--- src/rtl/axis_interconnect_v11.sv ---
// 15-to-1 stream merge: round-robin grant over d_valid, one registered output stage.
// last_grant resets to 14 so that source 0 wins the first arbitration after reset.
module axis_interconnect_v11 (
    input  logic        clk,
    input  logic        rst_n,
    input  logic [14:0] d_valid,
    input  logic [31:0] data_in_00,
    input  logic [31:0] data_in_01,
    input  logic [31:0] data_in_02,
    input  logic [31:0] data_in_03,
    input  logic [31:0] data_in_04,
    input  logic [31:0] data_in_05,
    input  logic [31:0] data_in_06,
    input  logic [31:0] data_in_07,
    input  logic [31:0] data_in_08,
    input  logic [31:0] data_in_09,
    input  logic [31:0] data_in_10,
    input  logic [31:0] data_in_11,
    input  logic [31:0] data_in_12,
    input  logic [31:0] data_in_13,
    input  logic [31:0] data_in_14,
    input  logic        p_ready,
    output logic [14:0] i_ready,
    output logic [31:0] data_out,
    output logic        d_valid_out
);

    logic [31:0] data_in_a [15];
    logic [31:0] data_out_q, data_out_d;
    logic        d_valid_out_q, d_valid_out_d;
    logic [3:0]  last_grant_q, last_grant_d;
    logic [3:0]  grant_idx;
    logic        grant_found;
    logic        load_en;

    assign data_in_a[0]  = data_in_00;
    assign data_in_a[1]  = data_in_01;
    assign data_in_a[2]  = data_in_02;
    assign data_in_a[3]  = data_in_03;
    assign data_in_a[4]  = data_in_04;
    assign data_in_a[5]  = data_in_05;
    assign data_in_a[6]  = data_in_06;
    assign data_in_a[7]  = data_in_07;
    assign data_in_a[8]  = data_in_08;
    assign data_in_a[9]  = data_in_09;
    assign data_in_a[10] = data_in_10;
    assign data_in_a[11] = data_in_11;
    assign data_in_a[12] = data_in_12;
    assign data_in_a[13] = data_in_13;
    assign data_in_a[14] = data_in_14;

    assign load_en = !d_valid_out_q || p_ready;

    // Search upward from last_grant+1, wrapping 14 -> 0; first set d_valid bit wins.
    always_comb begin
        logic [4:0] sum;
        grant_idx   = last_grant_q;
        grant_found = 1'b0;
        sum         = 5'd0;
        for (int k = 1; k <= 15; k++) begin
            sum = {1'b0, last_grant_q} + 5'(k);
            if (sum >= 5'd15) begin
                sum = sum - 5'd15;
            end
            if (!grant_found && d_valid[sum[3:0]]) begin
                grant_found = 1'b1;
                grant_idx   = sum[3:0];
            end
        end
    end

    // rst_n gates i_ready so nothing is counted as transferred while reset is held.
    always_comb begin
        i_ready = 15'd0;
        if (grant_found && load_en && rst_n) begin
            i_ready = 15'd1 << grant_idx;
        end
    end

    always_comb begin
        data_out_d    = data_out_q;
        d_valid_out_d = d_valid_out_q;
        last_grant_d  = last_grant_q;
        if (load_en) begin
            if (grant_found) begin
                data_out_d    = data_in_a[grant_idx];
                d_valid_out_d = 1'b1;
                last_grant_d  = grant_idx;
            end else begin
                d_valid_out_d = 1'b0;
            end
        end
    end

    always_ff @(posedge clk or negedge rst_n) begin
        if (!rst_n) begin
            data_out_q    <= 32'h0;
            d_valid_out_q <= 1'b0;
            last_grant_q  <= 4'd14;
        end else begin
            data_out_q    <= data_out_d;
            d_valid_out_q <= d_valid_out_d;
            last_grant_q  <= last_grant_d;
        end
    end

    assign data_out    = data_out_q;
    assign d_valid_out = d_valid_out_q;

endmodule

--- config.mk ---
export PLATFORM = sky130hd
export DESIGN_NAME = axis_interconnect_v11
export DESIGN_NICKNAME = d
export VERILOG_FILES = /design/src/rtl/axis_interconnect_v11.sv
export SDC_FILE = /design/constraint.sdc
export NUM_CORES = 1
export LEC_CHECK = 0
export ABC_AREA = 1
export BUFFER_PORTS_ARGS = -buffer_cell sky130_fd_sc_hd__buf_2
export CAP_MARGIN = 20
export CORE_AREA = 2 2 214 216
export CTS_BUF_LIST = sky130_fd_sc_hd__clkbuf_16
export DETAILED_ROUTE_END_ITERATION = 8
export DIE_AREA = 0 0 216 218
export GPL_ROUTABILITY_DRIVEN = 0
export GPL_TIMING_DRIVEN = 1
export SLEW_MARGIN = 20
export SYNTH_ARGS = -nofsm -noshare
export SYNTH_HDL_FRONTEND = slang
export SYNTH_SLANG_ARGS = --single-unit
--- constraint.sdc ---
create_clock -name clk -period 10.5 [get_ports clk]
set_clock_uncertainty 0.15 [all_clocks]
set_input_delay 1.05 -clock clk [delete_from_list [all_inputs] [get_ports clk]]
set_output_delay 1.05 -clock clk [all_outputs]
set_load 0.005 [all_outputs]
==> results.cfg <==
[hold_path]
hold_depth = 2
hp-start = data_out[0]
worstHoldPathType = flip-flop to flip-flop
hold_end = data_out[0]

[yosys]
synth_top_area_share = 0.390
synthDistinctLibCells = 52
synth.avg_cell_area_um2 = 4.85
synth_cells = 2369
synthesis.area_um2 = 11500
synth_edf_count = 0
yosysTopAreaCell = nand2_1
async_reset_ff_frac = 1.00
synth_flop_cell = dfrtp_1
ys_seq_area_frac = 0.0809
yosysWarnings = 0
ys_ff_latch = 37
synth.area.top_cells = nand2_1 39%, nand3_1 14%, dfrtp_1 7.4%
synth_nets = 2883
synth_common_cells = 1194 x nand2_1, 323 x nand3_1, 127 x nor2_1
yosysMostFrequentCell = nand2_1

[die]
ios = 546
initial_core_util = 0.256
coreArea_um2 = 44900
die_h_um = 218
die_area_um2 = 47100
row_count = 78
die_w_um = 216

[timing]
setup_violations = 0
tightestPinTransition_ns = 1.01
period_needed_ns = 8.41
rsz0062_at_grt = no
hold_violations = 0
max_freq_mhz = 119
final_max_slew_viol_count = 0
timing.final.crit_share = 0.801
tns_ns = 0
slew-limit-headroom = 0.326
timing.final.ws_setup_ns = 2.09

[critical_path]
critPathTopFamily = simple AND/OR/NAND/NOR gates
timing.setup.critical_path_class = flip-flop to primary output
cp.required_ns = 9.30
slowest_stage = nand2_8
reg2reg_slack_ns = 2.54
ff2ff_path_depth = 32
start_kind = flip-flop
cp_max_fo = 95
rr_endpoint = data_out[9]
crit_top_cell = nand2_1
r2r_start = last_grant_q[1]
cp.arrival_ns = 7.21
cpPeakStageDelay_ns = 0.79
end_kind = primary output
crit_buf_inv = 7

[detailed_routing]
drt-wirelength-per-cell_um = 19.0
route.antenna.remaining_nets = 0
vias = 17424
vias_per_cell = 5.12
drc = 0
drt_iter0_drc = 1974
drt_wl_total_mm = 64.8
dr.pass1.iters = 6

[grt]
track_usage = 0.260
grt_antenna_before_repair = 8
grt_pass1_wl_mm = 94.1
grt_pass1_vias = 15637
grt_max_degree = 98
grt-ovfl-total = 0

[cts]
ctsHoldBuffers = 0
clockBufferDepth = 2
cts_buffers = 5
cts.sinks = 37
cts_tree = done
cts_max_level = 2
clk_pin_slew_ns = 0.06
ctsResizeCount = 0
clk_latency_ns = 0.29
clockRootBuffer = clkbuf_16
post_cts_buffers = 0

[place]
dpl.hpwl_mm = 51.4
numPortBuffers = 545
pre_cts_slack_ns = 2.54

[final_layout]
area_delta_synth_final_pct = 26.1
nets = 3314
drive_gt1_frac = 0.237

[job]
cap_violations = 0

[run_status]
status = complete, no violations
## flip-flops by register name (all words and copies together) (netlist names)
name          cells
d_valid_out       1
data_out         32
last_grant_q      4
## through the flow
step / hold WS (ns) / util / cell area [um2] / cells
final: 0.326 / 0.323 / 14500 / 3403
after global routing: 0.351 / 0.323 / 14500 / 3403
after CTS: 0.330 / 0.323 / 14500 / 3401
after detailed placement: 0.314 / 0.320 / 14400 / 3393
after global placement: 0.309 / 0.320 / 14400 / 3393
after floorplan: 0.322 / - / 11500 / 2369
## layer usage
metal / global-route usage / up-vias / wire length (um)
li1: - / 8514 / -
met1: 0.337 / 7746 / 26000
met2: 0.415 / 1022 / 29200
met3: 0.0792 / 130 / 7620
met4: 0.0726 / 12 / 1810
met5: 0.0208 / - / 197
## cells by family after synthesis
family	share of synthesized area
buffers and inverters	0.118
multiplexers	0.000871
flip-flops	0.0809
AO/OA/AOI/OAI	0.135
XOR/XNOR	0.00599
adder cells (fa/ha/maj)	0.0174
AND/OR/NAND/NOR	0.642
## worst max path at each step
stage	from	endpoint	depth (start not counted)
after CTS	last_grant_q[1]	i_ready[6]	30
after detailed placement	last_grant_q[1]	i_ready[2]	30
after global routing	last_grant_q[2]	i_ready[2]	26
after floorplan	last_grant_q[0]	i_ready[14]	35
final	last_grant_q[1]	i_ready[8]	30
after global placement	last_grant_q[1]	i_ready[10]	30
## worst min-delay path, delay by kind of cell, from the launching register on
family	cells	cell delay, ns
and+or+nand+nor	2	0.10
DFF	1	0.34
## final cells by class
class,instances,area (um2)
Antenna cell,2,5.00
Clock buffer,5,125
Clock inverter,3,13.8
Fill cell,5380,30400
Inverter,150,569
Multi-Input combinational cell,2047,9270
Sequential cell,37,930
Tap cell,600,751
Timing Repair Buffer,559,2830
## placed cells by master (no fill, tap or decap), types with 4 or more instances in the layout
| master | Yosys | layout |
|---|---|---|
| buf_2 | 57 | 545 |
| nand3_1 | 323 | 323 |
| nand4_1 | 48 | 48 |
| o311ai_0 | 5 | 5 |
| o211ai_1 | 38 | 38 |
| ha_1 | 16 | 16 |
| nor2_2 | 4 | 4 |
| o21ai_1 | 16 | 16 |
| o22ai_1 | 7 | 7 |
| nand2_2 | 25 | 22 |
| o221ai_1 | 7 | 7 |
| nand2_4 | 1 | 4 |
| clkbuf_16 | 0 | 5 |
| nor2_1 | 127 | 127 |
| nand2_1 | 1194 | 1193 |
| o21ai_0 | 113 | 112 |
| buf_4 | 12 | 14 |
| a21oi_1 | 66 | 64 |
| dfrtp_1 | 34 | 34 |
| nand3_2 | 7 | 7 |
| inv_1 | 110 | 111 |
| clkinv_1 | 11 | 11 |
| inv_2 | 27 | 27 |
| o21ai_2 | 6 | 6 |
| xor2_1 | 5 | 5 |
| nor2_4 | 8 | 8 |
| nor3_1 | 7 | 7 |
Power is left out: the tool's default activity adds up to more than one toggle a clock period on the data nets, which glitch-free logic cannot reach.
